[src/rtl/ux607_expl_axi_mst.sv]
// ux607_expl_axi_mst
// Single-outstanding AXI3 burst master. It takes one read or write command
// at a time, runs the address phase, then streams data beats between the
// local rd_*/wd_* ports and the AXI R/W channels. It reports completion with
// a one-cycle done pulse carrying an error flag. The error flag is set by
// SLVERR/DECERR responses and by RLAST that disagrees with the beat count.
module ux607_expl_axi_mst #(
    parameter int AW = 32,
    parameter int DW = 32
) (
    input  logic                clk,
    input  logic                rst_n,

    // Command interface
    input  logic                cmd_valid,
    output logic                cmd_ready,
    input  logic                cmd_read,
    input  logic [AW-1:0]       cmd_addr,
    input  logic [3:0]          cmd_len,
    input  logic [2:0]          cmd_size,

    // Local write-data stream
    input  logic                wd_valid,
    output logic                wd_ready,
    input  logic [DW-1:0]       wd_data,
    input  logic [DW/8-1:0]     wd_strb,

    // Local read-data stream
    output logic                rd_valid,
    input  logic                rd_ready,
    output logic [DW-1:0]       rd_data,
    output logic                rd_last,

    // Completion
    output logic                done_valid,
    output logic                done_err,

    // AXI3 read address channel
    output logic                axi_arvalid,
    input  logic                axi_arready,
    output logic [AW-1:0]       axi_araddr,
    output logic [3:0]          axi_arcache,
    output logic [2:0]          axi_arprot,
    output logic [1:0]          axi_arlock,
    output logic [1:0]          axi_arburst,
    output logic [3:0]          axi_arlen,
    output logic [2:0]          axi_arsize,

    // AXI3 write address channel
    output logic                axi_awvalid,
    input  logic                axi_awready,
    output logic [AW-1:0]       axi_awaddr,
    output logic [3:0]          axi_awcache,
    output logic [2:0]          axi_awprot,
    output logic [1:0]          axi_awlock,
    output logic [1:0]          axi_awburst,
    output logic [3:0]          axi_awlen,
    output logic [2:0]          axi_awsize,

    // AXI3 read data channel
    input  logic                axi_rvalid,
    output logic                axi_rready,
    input  logic [DW-1:0]       axi_rdata,
    input  logic [1:0]          axi_rresp,
    input  logic                axi_rlast,

    // AXI3 write data channel
    output logic                axi_wvalid,
    input  logic                axi_wready,
    output logic [DW-1:0]       axi_wdata,
    output logic [DW/8-1:0]     axi_wstrb,
    output logic                axi_wlast,

    // AXI3 write response channel
    input  logic                axi_bvalid,
    output logic                axi_bready,
    input  logic [1:0]          axi_bresp
);

    // Largest legal beat size for this data width. Larger requests are
    // clamped so the slave never sees a beat wider than the bus.
    localparam logic [2:0] MAX_SIZE = 3'($clog2(DW / 8));

    // Constant AXI sideband: INCR bursts, bufferable/modifiable, normal access.
    localparam logic [1:0] BURST_INCR = 2'b01;
    localparam logic [3:0] CACHE_VAL  = 4'b0011;
    localparam logic [2:0] PROT_VAL   = 3'b000;
    localparam logic [1:0] LOCK_VAL   = 2'b00;

    typedef enum logic [2:0] {
        S_IDLE  = 3'd0,
        S_RADDR = 3'd1,
        S_RDATA = 3'd2,
        S_WADDR = 3'd3,
        S_WDATA = 3'd4,
        S_WRESP = 3'd5,
        S_DONE  = 3'd6
    } state_t;

    state_t          r_state;
    state_t          w_state_next;

    logic [AW-1:0]   r_addr;
    logic [3:0]      r_len;
    logic [2:0]      r_size;
    logic            r_read;
    logic [3:0]      r_cnt;
    logic            r_err;

    logic            w_cmd_acc;
    logic            w_last;
    logic            w_r_hs;
    logic            w_w_hs;
    logic            w_b_hs;
    logic [2:0]      w_size_clamped;

    // Beat position and channel handshakes.
    assign w_last    = (r_cnt == r_len);
    assign w_cmd_acc = (r_state == S_IDLE) && cmd_valid;
    assign w_r_hs    = (r_state == S_RDATA) && r_read && axi_rvalid && rd_ready;
    assign w_w_hs    = (r_state == S_WDATA) && wd_valid && axi_wready;
    assign w_b_hs    = (r_state == S_WRESP) && axi_bvalid;

    assign w_size_clamped = (cmd_size > MAX_SIZE) ? MAX_SIZE : cmd_size;

    // Address channels always carry the registered command fields; only the
    // valid strobes gate them, so they stay stable until the handshake.
    assign axi_araddr  = r_addr;
    assign axi_arlen   = r_len;
    assign axi_arsize  = r_size;
    assign axi_arburst = BURST_INCR;
    assign axi_arcache = CACHE_VAL;
    assign axi_arprot  = PROT_VAL;
    assign axi_arlock  = LOCK_VAL;

    assign axi_awaddr  = r_addr;
    assign axi_awlen   = r_len;
    assign axi_awsize  = r_size;
    assign axi_awburst = BURST_INCR;
    assign axi_awcache = CACHE_VAL;
    assign axi_awprot  = PROT_VAL;
    assign axi_awlock  = LOCK_VAL;

    // Data buses are pure pass-throughs; qualification lives on valid/ready.
    assign rd_data   = axi_rdata;
    assign axi_wdata = wd_data;
    assign axi_wstrb = wd_strb;

    // State register; reset abandons any burst in flight.
    always_ff @(posedge clk or negedge rst_n) begin
        if (!rst_n) begin
            r_state <= S_IDLE;
        end else begin
            r_state <= w_state_next;
        end
    end

    // Command capture, beat counter and sticky error.
    always_ff @(posedge clk or negedge rst_n) begin
        if (!rst_n) begin
            r_addr <= '0;
            r_len  <= '0;
            r_size <= '0;
            r_read <= 1'b0;
            r_cnt  <= '0;
            r_err  <= 1'b0;
        end else if (w_cmd_acc) begin
            r_addr <= cmd_addr;
            r_len  <= cmd_len;
            r_size <= w_size_clamped;
            r_read <= cmd_read;
            r_cnt  <= '0;
            r_err  <= 1'b0;
        end else begin
            // The final beat leaves the data state, so holding the counter
            // there keeps it from wrapping on a 16-beat burst.
            if ((w_r_hs || w_w_hs) && !w_last) begin
                r_cnt <= r_cnt + 4'd1;
            end
            if (w_r_hs && (axi_rresp[1] || (axi_rlast != w_last))) begin
                r_err <= 1'b1;
            end
            if (w_b_hs && axi_bresp[1]) begin
                r_err <= 1'b1;
            end
        end
    end

    // Next-state and per-state handshake outputs.
    always_comb begin
        w_state_next = r_state;
        cmd_ready    = 1'b0;
        axi_arvalid  = 1'b0;
        axi_awvalid  = 1'b0;
        axi_rready   = 1'b0;
        axi_wvalid   = 1'b0;
        axi_wlast    = 1'b0;
        axi_bready   = 1'b0;
        rd_valid     = 1'b0;
        rd_last      = 1'b0;
        wd_ready     = 1'b0;
        done_valid   = 1'b0;
        done_err     = 1'b0;

        case (r_state)
            S_IDLE: begin
                cmd_ready = 1'b1;
                if (cmd_valid) begin
                    w_state_next = cmd_read ? S_RADDR : S_WADDR;
                end
            end
            S_RADDR: begin
                axi_arvalid = 1'b1;
                if (axi_arready) begin
                    w_state_next = S_RDATA;
                end
            end
            S_RDATA: begin
                axi_rready = rd_ready;
                rd_valid   = axi_rvalid;
                rd_last    = w_last;
                // Beat count, not RLAST, decides the end of the burst.
                if (w_r_hs && w_last) begin
                    w_state_next = S_DONE;
                end
            end
            S_WADDR: begin
                axi_awvalid = 1'b1;
                if (axi_awready) begin
                    w_state_next = S_WDATA;
                end
            end
            S_WDATA: begin
                axi_wvalid = wd_valid;
                wd_ready   = axi_wready;
                axi_wlast  = w_last;
                if (w_w_hs && w_last) begin
                    w_state_next = S_WRESP;
                end
            end
            S_WRESP: begin
                axi_bready = 1'b1;
                if (axi_bvalid) begin
                    w_state_next = S_DONE;
                end
            end
            S_DONE: begin
                done_valid   = 1'b1;
                done_err     = r_err;
                w_state_next = S_IDLE;
            end
            default: begin
                w_state_next = S_IDLE;
            end
        endcase
    end

endmodule

[config.mk]
export PLATFORM = sky130hd
export DESIGN_NAME = ux607_expl_axi_mst
export DESIGN_NICKNAME = d
export VERILOG_FILES = /design/src/rtl/ux607_expl_axi_mst.sv
export SDC_FILE = /design/constraint.sdc
export NUM_CORES = 1
export LEC_CHECK = 0
export CAP_MARGIN = 20
export CELL_PAD_IN_SITES_DETAIL_PLACEMENT = 1
export CELL_PAD_IN_SITES_GLOBAL_PLACEMENT = 1
export CORE_MARGIN = 5
export CORE_UTILIZATION = 17
export DETAILED_ROUTE_END_ITERATION = 7
export GPL_TIMING_DRIVEN = 0
export PLACE_DENSITY_LB_ADDON = 0.1
export REMOVE_ABC_BUFFERS = 1
export SYNTH_ARGS = -nofsm -noshare
export SYNTH_HDL_FRONTEND = slang
export SYNTH_SLANG_ARGS = --single-unit
[constraint.sdc]
create_clock -name clk -period 1.7 [get_ports clk]
set_input_delay 0.255 -clock clk [delete_from_list [all_inputs] [get_ports clk]]
set_output_delay 0.255 -clock clk [all_outputs]
set_load 0.01 [all_outputs]
==> flow_metrics.env <==
export IMPL_antenna_found_initial=0
export IMPL_cts_tree="built"
export IMPL_setup_tns_ps=-170.5
export IMPL_wl_met3_microns=3511
export IMPL_relSlewSlack=0.5925
export IMPL_powerDensity_nw_per_um2=1776
export IMPL_design_area_sq_um=4355
export IMPL_synth_cell_types=31
export IMPL_cp_required_ps=1440
export IMPL_slowest_stage="dfrtp_2"
export IMPL_ir_drop_uv=439.2
export IMPL_total_power_mw=7.736
export IMPL_topRoutingLayerUsed="met5"
export IMPL_maxCapViolations=0
export IMPL_path_class="flop to output pin"
export IMPL_layout_drive_gt1_share=0.1755
export IMPL_fin_skew_ps=5.653
export IMPL_period_minus_slack_ps=1745
export IMPL_syn_to_final_growth_pct=40.59
export IMPL_die_width_microns=145.0
export IMPL_ys_warn_count=0
export IMPL_grt_max_degree=32
export IMPL_critical_path_top_delay_family="simple AND/OR/NAND/NOR gates"
export IMPL_crit_chain="or3b_4 > buf_4 > nor2_4 > buf_6"
export IMPL_utilization=0.2425
export IMPL_clk_latency_ps=300
export IMPL_ys_seq_area_frac=0.3877
export IMPL_hpwl_microns=11880
export IMPL_final_nets=557
export IMPL_fill_cells=2104
export IMPL_route_met2_wl_microns=5856
export IMPL_finalHoldViolations=0
export IMPL_cts_buffers=5
export IMPL_pin_count=303
export IMPL_dr_total_vias=2533
export IMPL_cp_arrival_ps=1490
export IMPL_grt_pass1_wl_microns=20470
export IMPL_worst_pin_slew_ps=611.2
export IMPL_wire_per_inst_microns=21.86
export IMPL_drt_wl_total_microns=14470
export IMPL_multi_input_area_sq_um=1071
export IMPL_synth_area_per_cell_sq_um=8.153
export IMPL_path_buf_inv=2
export IMPL_hp_class="primary input to flop"
export IMPL_viasPerCell=3.826
export IMPL_setup_viol=4
export IMPL_initial_utilization=0.1725
export IMPL_fin_crit_sh=1.027
export IMPL_ant_nets=0
export IMPL_maxSlewViolCount=0
export IMPL_cts_root_buf="clkbuf_16"
export IMPL_grt_util_all_layers=0.1334
export IMPL_die_h_microns=145.0
export IMPL_cp_max_fo=5
export IMPL_wl_met1_microns=4815
export IMPL_register_area_sq_um=1210
export IMPL_antennaDiodeCount=0
export IMPL_gp_congestion=0.7241
export IMPL_grt_pass1_vias=2649
export IMPL_portBuffers=142
export IMPL_placed_cell_area_sq_um=3905
export IMPL_violations="setup timing"
export IMPL_fmax_mhz=573.0
export IMPL_drc=0
export IMPL_coreArea_sq_um=17960
export IMPL_worstSetupEndpointType="output pin"
export IMPL_cts_sinks=48
export IMPL_clockBufferDepth=2
export IMPL_drtIter0Drc=78
export IMPL_outcome="finished, violations left"
export IMPL_drtPass1Iterations=4
export IMPL_timing_final_ws_setup_ps=-45.34
export IMPL_h_tree_depth=2
export IMPL_syn_inst=380
export IMPL_die_area_sq_um=21020
export IMPL_hold_ws_ps=481.7
export IMPL_leakage_nw=1.980
export IMPL_ys_ff_latch=48
export IMPL_grt_overflow_total=0
export IMPL_rows=49
export IMPL_cts_reportedPaths_clkPinSlew_ps=70
export IMPL_crit_path_max_incr_delay_ps=440
export IMPL_rsz0062_at_grt="true"
export IMPL_start_kind="flop"
export IMPL_syn_area_sq_um=3098
==> worst min-delay path, cell delays in order <==
cell             delay [ps]
clkdlybuf4s50_1         400
nand2_1                  60
nand2_1                  40
==> layout by cell type, fill, tap and decap left out, drive strengths merged <==
cell	Yosys	layout
buf	133	36
nand3	5	5
nor2b	1	1
nand2b	2	2
or3b	2	2
nand4	1	1
o21a	1	1
conb	2	22
dlygate4sd2	0	1
ha	1	1
dfrtp	48	48
o22a	1	1
a22oi	1	1
o22ai	2	2
or3	1	1
and2	4	4
a2bb2oi	1	1
clkdlybuf4s50	0	129
inv	4	4
mux2i	3	3
and3	3	3
nand2	120	120
nor2	11	11
o21ai	6	6
clkinv	0	1
dlygate4sd3	0	1
a21oi	6	6
xnor2	5	5
a41o	1	1
and4	1	1
nor3	4	4
clkbuf	10	8
==> registers in the layout, indices dropped and copies added, names as in the netlist <==
name,cells
r_cnt,4
axi_arsize,3
r_err,1
r_read,1
axi_araddr,32
axi_arlen,4
r_state,3
==> metrics by stage <==
stage          setup slack (ps)  std cells
6_report                 -45.34        662
5_1_grt                  -112.6        662
4_1_cts                  -135.3        656
3_5_place_dp             -323.2        631
3_3_place_gp              -1487        628
2_1_floorplan            -340.8        257
==> path summary, 6_finish.rpt <==
kind | start | endpoint | slack, ps | cells past startpoint
setup / recovery | r_state[0]$_DFFE_PN0P_ | rd_last | -50 | 4
hold / removal | cmd_addr[17] | axi_araddr[17]$_DFFE_PN0P_ | 480 | 3
setup reg to reg | r_state[0]$_DFFE_PN0P_ | r_cnt[0]$_DFFE_PN0P_ | -40 | 5
hold reg to reg | axi_arsize[0]$_DFFE_PN0P_ | axi_arsize[0]$_DFFE_PN0P_ | 500 | 2
max in group asynchronous | rst_n | axi_araddr[23]$_DFFE_PN0P_ | 630 | 3
min in group asynchronous | rst_n | r_err$_DFFE_PN0P_ | 500 | 2
==> synth_stat cells <==
| master | count | area (sq um) |
|---|---|---|
| a21oi_1 | 6 | 30.03 |
| a22oi_1 | 1 | 7.510 |
| a2bb2oi_1 | 1 | 8.760 |
| a41o_1 | 1 | 10.01 |
| and2_1 | 4 | 25.02 |
| and3_1 | 3 | 18.77 |
| and4_1 | 1 | 8.760 |
| buf_2 | 2 | 10.01 |
| buf_4 | 130 | 975.9 |
| buf_6 | 1 | 11.26 |
| clkbuf_1 | 10 | 37.54 |
| conb_1 | 2 | 7.510 |
| dfrtp_1 | 48 | 1201 |
| ha_1 | 1 | 12.51 |
| inv_1 | 4 | 15.01 |
| mux2i_1 | 3 | 30.03 |
| nand2_1 | 120 | 450.4 |
| nand2b_1 | 2 | 12.51 |
| nand3_1 | 5 | 25.02 |
| nand4_1 | 1 | 6.260 |
| nor2_1 | 11 | 41.29 |
| nor2b_1 | 1 | 6.260 |
| nor3_1 | 4 | 20.02 |
| o21a_1 | 1 | 7.510 |
| o21ai_0 | 2 | 10.01 |
| o21ai_1 | 4 | 20.02 |
| o22a_1 | 1 | 8.760 |
| o22ai_1 | 2 | 12.51 |
| or3_1 | 1 | 6.260 |
| or3b_1 | 2 | 17.52 |
| xnor2_1 | 5 | 43.79 |
==> kinds of logic after synthesis <==
group | synth area share
AO/OA/AOI/OAI | 0.03716
XOR/XNOR | 0.01414
adder cells (fa/ha/maj) | 0.004038
buffers and inverters | 0.3389
flip-flops | 0.3877
multiplexers | 0.009693
other | 0.002424
AND/OR/NAND/NOR | 0.2060
==> per-layer routing <==
metal  up-vias  GRT usage
met5         -    0.07273
met4         4    0.01742
met3        13     0.1587
met2       214     0.1783
met1      1171     0.1329
li1       1131          -
==> final cells by class <==
cell class	count	share of cell area
clock buffer	6	0.02959
clock inverter	1	0.001149
inverter	4	0.003447
tap	229	0.06579
multi-input combinational	205	0.2459
timing repair buffer	169	0.3763
sequential	48	0.2778
==> repair_timing <==
item                                   4_1_cts  5_1_grt
setup buffers                               17        7
pin swaps                                    7        5
hold buffers                                 1        0
cloned                                       0        0
setup endpoints to repair                   54       41
endpoints found under the hold margin       22        0
resized for setup                           53       37
==> power by group <==
part           total (mW)  internal (mW)  switching (mW)
clock               0.989          0.537           0.452
combinational        4.60           2.57            2.03
sequential           2.14           1.66           0.484
(Power assumes the default switching activity.)
